==> config.mk <==
export PLATFORM = sky130hd
export DESIGN_NAME = instr_mem_loader
export DESIGN_NICKNAME = d
export VERILOG_FILES = /design/src/rtl/instr_mem_loader.sv
export SDC_FILE = /design/constraint.sdc
export NUM_CORES = 2
export LEC_CHECK = 0
export CELL_PAD_IN_SITES_DETAIL_PLACEMENT = 1
export CELL_PAD_IN_SITES_GLOBAL_PLACEMENT = 1
export CORE_MARGIN = 5
export CORE_UTILIZATION = 38
export DETAILED_ROUTE_END_ITERATION = 8
export GPL_TIMING_DRIVEN = 0
export PLACE_DENSITY = 0.7
export SETUP_SLACK_MARGIN = 0.3
export SYNTH_ARGS = -nofsm -noshare
export SYNTH_HDL_FRONTEND = slang
export SYNTH_SLANG_ARGS = --single-unit
==> constraint.sdc <==
create_clock -name i_clk -period 4.5 [get_ports i_clk]
set_clock_uncertainty 0.05 [all_clocks]
set_input_delay 0.675 -clock i_clk [delete_from_list [all_inputs] [get_ports i_clk]]
set_output_delay 0.675 -clock i_clk [all_outputs]
set_load 0.02 [all_outputs]
==> src/rtl/instr_mem_loader.sv <==
// ----------------------------------------------------------------------------
// instr_mem_loader
//
// Instruction memory for the fetch stage of the MIPS pipeline, loaded over a
// byte stream. A debug/UART source pushes program bytes (most-significant byte
// of each word first) while the block is in LOAD. The fetch stage later reads
// words by byte-addressed PC while the block is in RUN.
//
// Mode machine:
//   IDLE -> LOAD on i_load_start
//   LOAD -> LOAD on i_load_start (restart)
//   LOAD -> RUN  when HALT_WORD is written or the memory becomes full
//   RUN  -> LOAD on i_load_start
//
// Ports:
//   i_clk, i_reset_n  clock (rising edge) and asynchronous active-low reset
//   i_load_start      pulse: enter LOAD and clear the loaded program
//   i_byte_valid      i_byte carries a program byte this cycle
//   i_byte            program byte, MSB of the word first
//   o_byte_ready      high while in LOAD
//   i_fetch_en        fetch enable; low stalls (holds the output)
//   i_flush           replace the fetched instruction with a NOP
//   i_PC              byte address of the instruction to fetch
//   o_Instruction     registered instruction word (1-cycle latency)
//   o_valid           o_Instruction holds a fetched word (or in-range NOP)
//   o_load_done       one-cycle pulse when a load completes
//   o_words_loaded    number of words written by the current load
//   o_addr_error      sticky: misaligned or out-of-range PC seen in RUN
//   o_mode            00 IDLE, 01 LOAD, 10 RUN
// ----------------------------------------------------------------------------
module instr_mem_loader #(
   parameter int unsigned      NBITS     = 32,
   parameter int unsigned      DEPTH     = 64,
   parameter logic [NBITS-1:0] HALT_WORD = {NBITS{1'b1}}
) (
   input  logic                           i_clk,
   input  logic                           i_reset_n,
   input  logic                           i_load_start,
   input  logic                           i_byte_valid,
   input  logic [7:0]                     i_byte,
   output logic                           o_byte_ready,
   input  logic                           i_fetch_en,
   input  logic                           i_flush,
   input  logic [NBITS-1:0]               i_PC,
   output logic [NBITS-1:0]               o_Instruction,
   output logic                           o_valid,
   output logic                           o_load_done,
   output logic [$clog2(DEPTH+1)-1:0]     o_words_loaded,
   output logic                           o_addr_error,
   output logic [1:0]                     o_mode
);

   localparam int unsigned BPW    = NBITS / 8;
   localparam int unsigned BCNT_W = (BPW > 1) ? $clog2(BPW) : 1;
   localparam int unsigned IDX_W  = (DEPTH > 1) ? $clog2(DEPTH) : 1;
   localparam int unsigned CNT_W  = $clog2(DEPTH + 1);

   localparam logic [NBITS-1:0]  BPW_N     = NBITS'(BPW);
   localparam logic [NBITS-1:0]  DEPTH_N   = NBITS'(DEPTH);
   localparam logic [BCNT_W-1:0] LAST_BYTE = BCNT_W'(BPW - 1);
   localparam logic [CNT_W-1:0]  LAST_WORD = CNT_W'(DEPTH - 1);

   typedef enum logic [1:0] {
      ST_IDLE = 2'b00,
      ST_LOAD = 2'b01,
      ST_RUN  = 2'b10
   } state_t;

   // Program storage; deliberately not reset. Stale contents are masked by
   // words_q, so a fetch beyond the loaded range returns a NOP instead.
   logic [NBITS-1:0] mem [DEPTH];

   state_t              state_q,    state_d;
   logic [BCNT_W-1:0]   byte_cnt_q, byte_cnt_d;
   logic [NBITS-1:0]    asm_q,      asm_d;
   logic [CNT_W-1:0]    words_q,    words_d;
   logic [NBITS-1:0]    instr_q,    instr_d;
   logic                valid_q,    valid_d;
   logic                done_q,     done_d;
   logic                err_q,      err_d;

   logic                wr_en;
   logic [IDX_W-1:0]    wr_idx;
   logic [NBITS-1:0]    wr_data;

   logic [NBITS-1:0]    asm_shift;
   logic                last_byte;
   logic [NBITS-1:0]    fetch_idx;
   logic                fetch_misal;
   logic                fetch_oor;
   logic                fetch_unwr;
   logic [NBITS-1:0]    rd_word;

   // Byte assembler: the incoming byte enters at the bottom so the first byte
   // of a word ends up in the top byte once the word is complete.
   assign asm_shift = (asm_q << 8) | NBITS'(i_byte);
   assign last_byte = (byte_cnt_q == LAST_BYTE);

   // Fetch address decode. The whole PC is compared, so upper bits beyond the
   // index range flag an error instead of wrapping into the array.
   assign fetch_idx   = i_PC / BPW_N;
   assign fetch_misal = ((i_PC % BPW_N) != '0);
   assign fetch_oor   = (fetch_idx >= DEPTH_N);
   assign fetch_unwr  = (fetch_idx >= NBITS'(words_q));
   assign rd_word     = mem[fetch_idx[IDX_W-1:0]];

   always_comb begin
      state_d    = state_q;
      byte_cnt_d = byte_cnt_q;
      asm_d      = asm_q;
      words_d    = words_q;
      instr_d    = instr_q;
      valid_d    = valid_q;
      done_d     = 1'b0;
      err_d      = err_q;
      wr_en      = 1'b0;
      wr_idx     = words_q[IDX_W-1:0];
      wr_data    = asm_shift;

      if (i_load_start) begin
         // Start (or restart) a load from any mode; a same-cycle byte is lost.
         state_d    = ST_LOAD;
         byte_cnt_d = '0;
         asm_d      = '0;
         words_d    = '0;
         instr_d    = '0;
         valid_d    = 1'b0;
         err_d      = 1'b0;
      end else begin
         case (state_q)
            ST_LOAD: begin
               if (i_byte_valid) begin
                  asm_d = asm_shift;
                  if (last_byte) begin
                     // Word complete: write it at the pointer on this edge.
                     byte_cnt_d = '0;
                     wr_en      = 1'b1;
                     words_d    = words_q + 1'b1;
                     if ((asm_shift == HALT_WORD) || (words_q == LAST_WORD)) begin
                        state_d = ST_RUN;
                        done_d  = 1'b1;
                     end
                  end else begin
                     byte_cnt_d = byte_cnt_q + 1'b1;
                  end
               end
            end
            ST_RUN: begin
               if (i_flush) begin
                  instr_d = '0;
                  valid_d = 1'b0;
               end else if (i_fetch_en) begin
                  if (fetch_misal || fetch_oor) begin
                     instr_d = '0;
                     valid_d = 1'b0;
                     err_d   = 1'b1;
                  end else if (fetch_unwr) begin
                     instr_d = '0;
                     valid_d = 1'b1;
                  end else begin
                     instr_d = rd_word;
                     valid_d = 1'b1;
                  end
               end
            end
            default: ;
         endcase
      end
   end

   always_ff @(posedge i_clk or negedge i_reset_n) begin
      if (!i_reset_n) begin
         state_q    <= ST_IDLE;
         byte_cnt_q <= '0;
         asm_q      <= '0;
         words_q    <= '0;
         instr_q    <= '0;
         valid_q    <= 1'b0;
         done_q     <= 1'b0;
         err_q      <= 1'b0;
      end else begin
         state_q    <= state_d;
         byte_cnt_q <= byte_cnt_d;
         asm_q      <= asm_d;
         words_q    <= words_d;
         instr_q    <= instr_d;
         valid_q    <= valid_d;
         done_q     <= done_d;
         err_q      <= err_d;
      end
   end

   always_ff @(posedge i_clk) begin
      if (wr_en) begin
         mem[wr_idx] <= wr_data;
      end
   end

   assign o_byte_ready   = (state_q == ST_LOAD);
   assign o_Instruction  = instr_q;
   assign o_valid        = valid_q;
   assign o_load_done    = done_q;
   assign o_words_loaded = words_q;
   assign o_addr_error   = err_q;
   assign o_mode         = state_q;

endmodule

==> flow_summary.toml <==
[outcome]
violations = "capacitance limit, slew limit"
status = "finished with violations"

[logic_synthesis]
yosys-top-cells-area = "edfxtp_1 75%, mux4_2 9.9%, mux2i_1 4.2%"
yosysWarnings = 0
synth_fp_nets = 4084
synth_seq_cells = 2118
synth_cell_types = 54
synth_area_mm2 = 0.08207
synth_edf_count = 2048
netlist_instances = 4029
yosysSeqAreaShare_pct = 77.07
synth-main-ff-cell = "edfxtp_1"
yosysTopAreaCell = "edfxtp_1"
netlist.area_leader.share_pct = 74.93
async_flop_share_pct = 3.305
post_synth.cell_area_avg_um2 = 20.37

[timing]
whs_ns = 0.1816
setup-tns-final_ns = 0
hold_viol = 0
fmax_ghz = 0.2249
slew_violations = 11
rsz0062_at_grt = "yes"
period_needed_ns = 4.446
tightest_slew_ns = 1.534
slew_headroom_pct = -2.252
setup_viol = 0
fin_crit_sh_pct = 98.80

[power_and_ir_drop]
seqPwrFrac_pct = 52.2
internal_power_w = 0.03205
comb_power_share_pct = 5.1
fin_total_pwr_w = 0.04140
ir_worst_vdd_mv = 0.4300
p_leak_nw = 32.19
powerDensity_mw_per_mm2 = 426.3
p_clk_share_pct = 42.7
p_sw_share_pct = 22.59
p_sw_w = 0.009353

[floorplan]
ios = 91
num_rows = 170
dieArea_mm2 = 0.2254
die_h_um = 474.7
start_util_pct = 38.20
dieWidth_um = 474.7
coreArea_mm2 = 0.2148

[setup_path]
crit_path_end_kind = "flip-flop"
required_ns = 5.15
ff2ff_path_depth = 8
start_kind = "input port"
r2r_end = "mem[38][26]"
path_max_fanout = 10
crit_type = "input port to flip-flop"
critPathArrivalTime_ns = 5.10
ff2ff_setup_slack_ns = 0.20
regToRegStartpoint = "o_mode[1]"

[clocking]
cts_max_level = 4
numCtsBuffers = 211
clkTransAtPathRegs_ns = 0.06
cts_tree = "done"
clockRootBuffer = "clkbuf_16"
ctsLongestPathBuffers = 3
cts.sinks = 2118
clock_latency_ns = 0.89

[layout]
final_area_mm2 = 0.09712
syn_to_final_growth_pct = 18.34
num-nets-final = 4558
drive_gt1_share_pct = 23.86

[global_route]
grt_pass1_vias = 46800
grt_first_pass_wirelength_um = 384700
grt-ovfl-total = 0
grt_usage_pct = 24.71
grt_max_degree = 68
antenna_found_initial = 13

[place]
post_dp_cell_area_mm2 = 0.08929
dp_hpwl_um = 191200
place_congestion = 0.9358
io_buffers = 89

[drt]
routedWlPerCell_um = 37.98
first_iter_violations = 7287
post-route-drc-count = 0
wirelength_um = 286100
dr.pass1.iters = 6
via_per_inst = 6.206
vias = 46750
drtAntennaViolNets = 0

[worst_hold_path]
hp-start = "i_byte[5]"
hold_depth = 3
hold_path_end = "asm_q[5]"
hold_path_class = "input port to flip-flop"

[run]
drv_cap = 1
## routing by layer
metal,wire (µm),GRT usage (%)
met1,102300,32.28
met2,126900,36.52
met3,38870,8.291
met4,18050,13.47
met5,32,0.04326
## sequential cells by signal (all words and copies together) (netlist names)
| name | flops |
|---|---|
| mem | 2048 |
| o_Instruction | 32 |
| asm_q | 24 |
| o_words_loaded | 7 |
| byte_cnt_q | 2 |
| o_mode | 2 |
| o_addr_error | 1 |
| o_load_done | 1 |
| o_valid | 1 |
## logic make-up (layout without fill, tap and decap cells)
group                      count (synthesis)  after routing  share of synthesized area [%]
AOI/OAI and AO/OA                        373            373                          3.221
xor gates and xnor gates                   6              6                        0.06403
adders and majority gates                  9              9                         0.1372
buffers and inverters                    243            899                          1.660
DFF                                     2118           2118                          77.07
muxes                                    739            739                          14.77
other                                      0             10                              0
and+or+nand+nor                          541            541                          3.075
## power groups by stage
stage / combinational (W) / clock, W / sequential [W]
2_1_floorplan: 0.000998 / 0 / 0.0220
3_5_place_dp: 0.00202 / 0 / 0.0220
5_1_grt: 0.00213 / 0.0187 / 0.0216
4_1_cts: 0.00203 / 0.0177 / 0.0216
6_report: 0.00210 / 0.0177 / 0.0216
3_3_place_gp: 0.00184 / 0 / 0.0221
## cell type report
| type | count | area, µm² |
|---|---|---|
| clock buffers | 261 | 5599 |
| flip-flops and latches | 2118 | 63290 |
| fillers | 19850 | 117700 |
| diodes | 10 | 25.02 |
| repair buffers | 261 | 3996 |
| well taps | 2838 | 3551 |
| clock inverters | 134 | 1296 |
| inverters | 12 | 45.04 |
| plain buffers | 231 | 1326 |
| multi-input cells | 1668 | 17990 |
## cell usage in the layout, fill, tap and decap left out, types with 10 or more instances in the layout
master / count
a2111oi_0: 12
a211oi_1: 22
a21oi_1: 56
a221oi_1: 28
a22oi_1: 135
a31oi_1: 12
and2_1: 13
buf_12: 115
buf_16: 21
buf_2: 88
buf_4: 80
buf_6: 21
bufinv_16: 17
clkbuf_1: 110
clkbuf_16: 212
clkbuf_8: 11
clkdlybuf4s50_1: 80
clkinv_1: 58
clkinv_2: 41
dfrtp_1: 46
dfrtp_2: 21
diode_2: 10
edfxtp_1: 2048
inv_1: 12
mux2_2: 19
mux2i_1: 348
mux4_1: 13
mux4_2: 359
nand2_1: 188
nand3_1: 70
nand4_1: 42
nor2_1: 54
nor2_4: 64
nor2b_1: 24
nor3_1: 26
nor4_1: 15
o21ai_0: 13
o22ai_1: 50
## synthesized netlist by cell type, types with 8 or more instances
cell and count:
edfxtp_1 2048, mux4_2 359, mux2i_1 348, nand2_1 188
a22oi_1 137, nor2_1 120, buf_2 80, clkbuf_1 79
nand3_1 71, dfrtp_1 70, a21oi_1 56, o22ai_1 51
buf_4 44, nand4_1 42, a221oi_1 28, a211oi_1 27
nor3_1 26, nor2b_1 25, buf_6 21, mux2_2 19
nor4_1 15, a2111oi_0 13, and2_1 13, mux4_1 13
o21ai_0 13, a31oi_1 12, inv_1 12, a22o_1 9
and3_1 9, ha_1 9, o2111ai_1 8
## through the flow
step	cells	util [%]	setup slack, ns
6_report	7533	45.21	0.05384
5_1_grt	7526	45.20	0.1411
4_1_cts	7481	44.91	0.2266
3_5_place_dp	7064	41.56	-1.037
3_3_place_gp	6956	40.27	-2.878
2_1_floorplan	4029	-	0.7890
## worst max-delay path, stage by stage
cell,delay [ns]
clkdlybuf4s50_1,0.89
buf_2,0.54
buf_2,0.55
buf_2,0.52
mux4_2,0.43
a22oi_1,0.59
nand3_1,0.16
nor3_1,0.59
a221oi_1,0.13
## worst max-delay path by stage
stage,startpoint,endpoint,cells past startpoint
after floorplan,i_byte_valid,mem[63][0],7
after global placement,i_byte_valid,mem[51][16],8
after detailed placement,i_PC[6],o_Instruction[16],9
after CTS,i_PC[5],o_Instruction[16],9
after global routing,o_mode[1],mem[56][22],8
final,i_PC[4],o_Instruction[29],9
## timing repair
action | in CTS | in global routing
gates resized for setup | 7 | 14
pin swaps | 9 | 24
endpoints found under the setup margin | 187 | 534
buffers inserted | 21 | 42
hold endpoints to repair | 38 | 0
hold buffers | 1 | 0
Note: power is estimated with default switching activity, not from simulation.
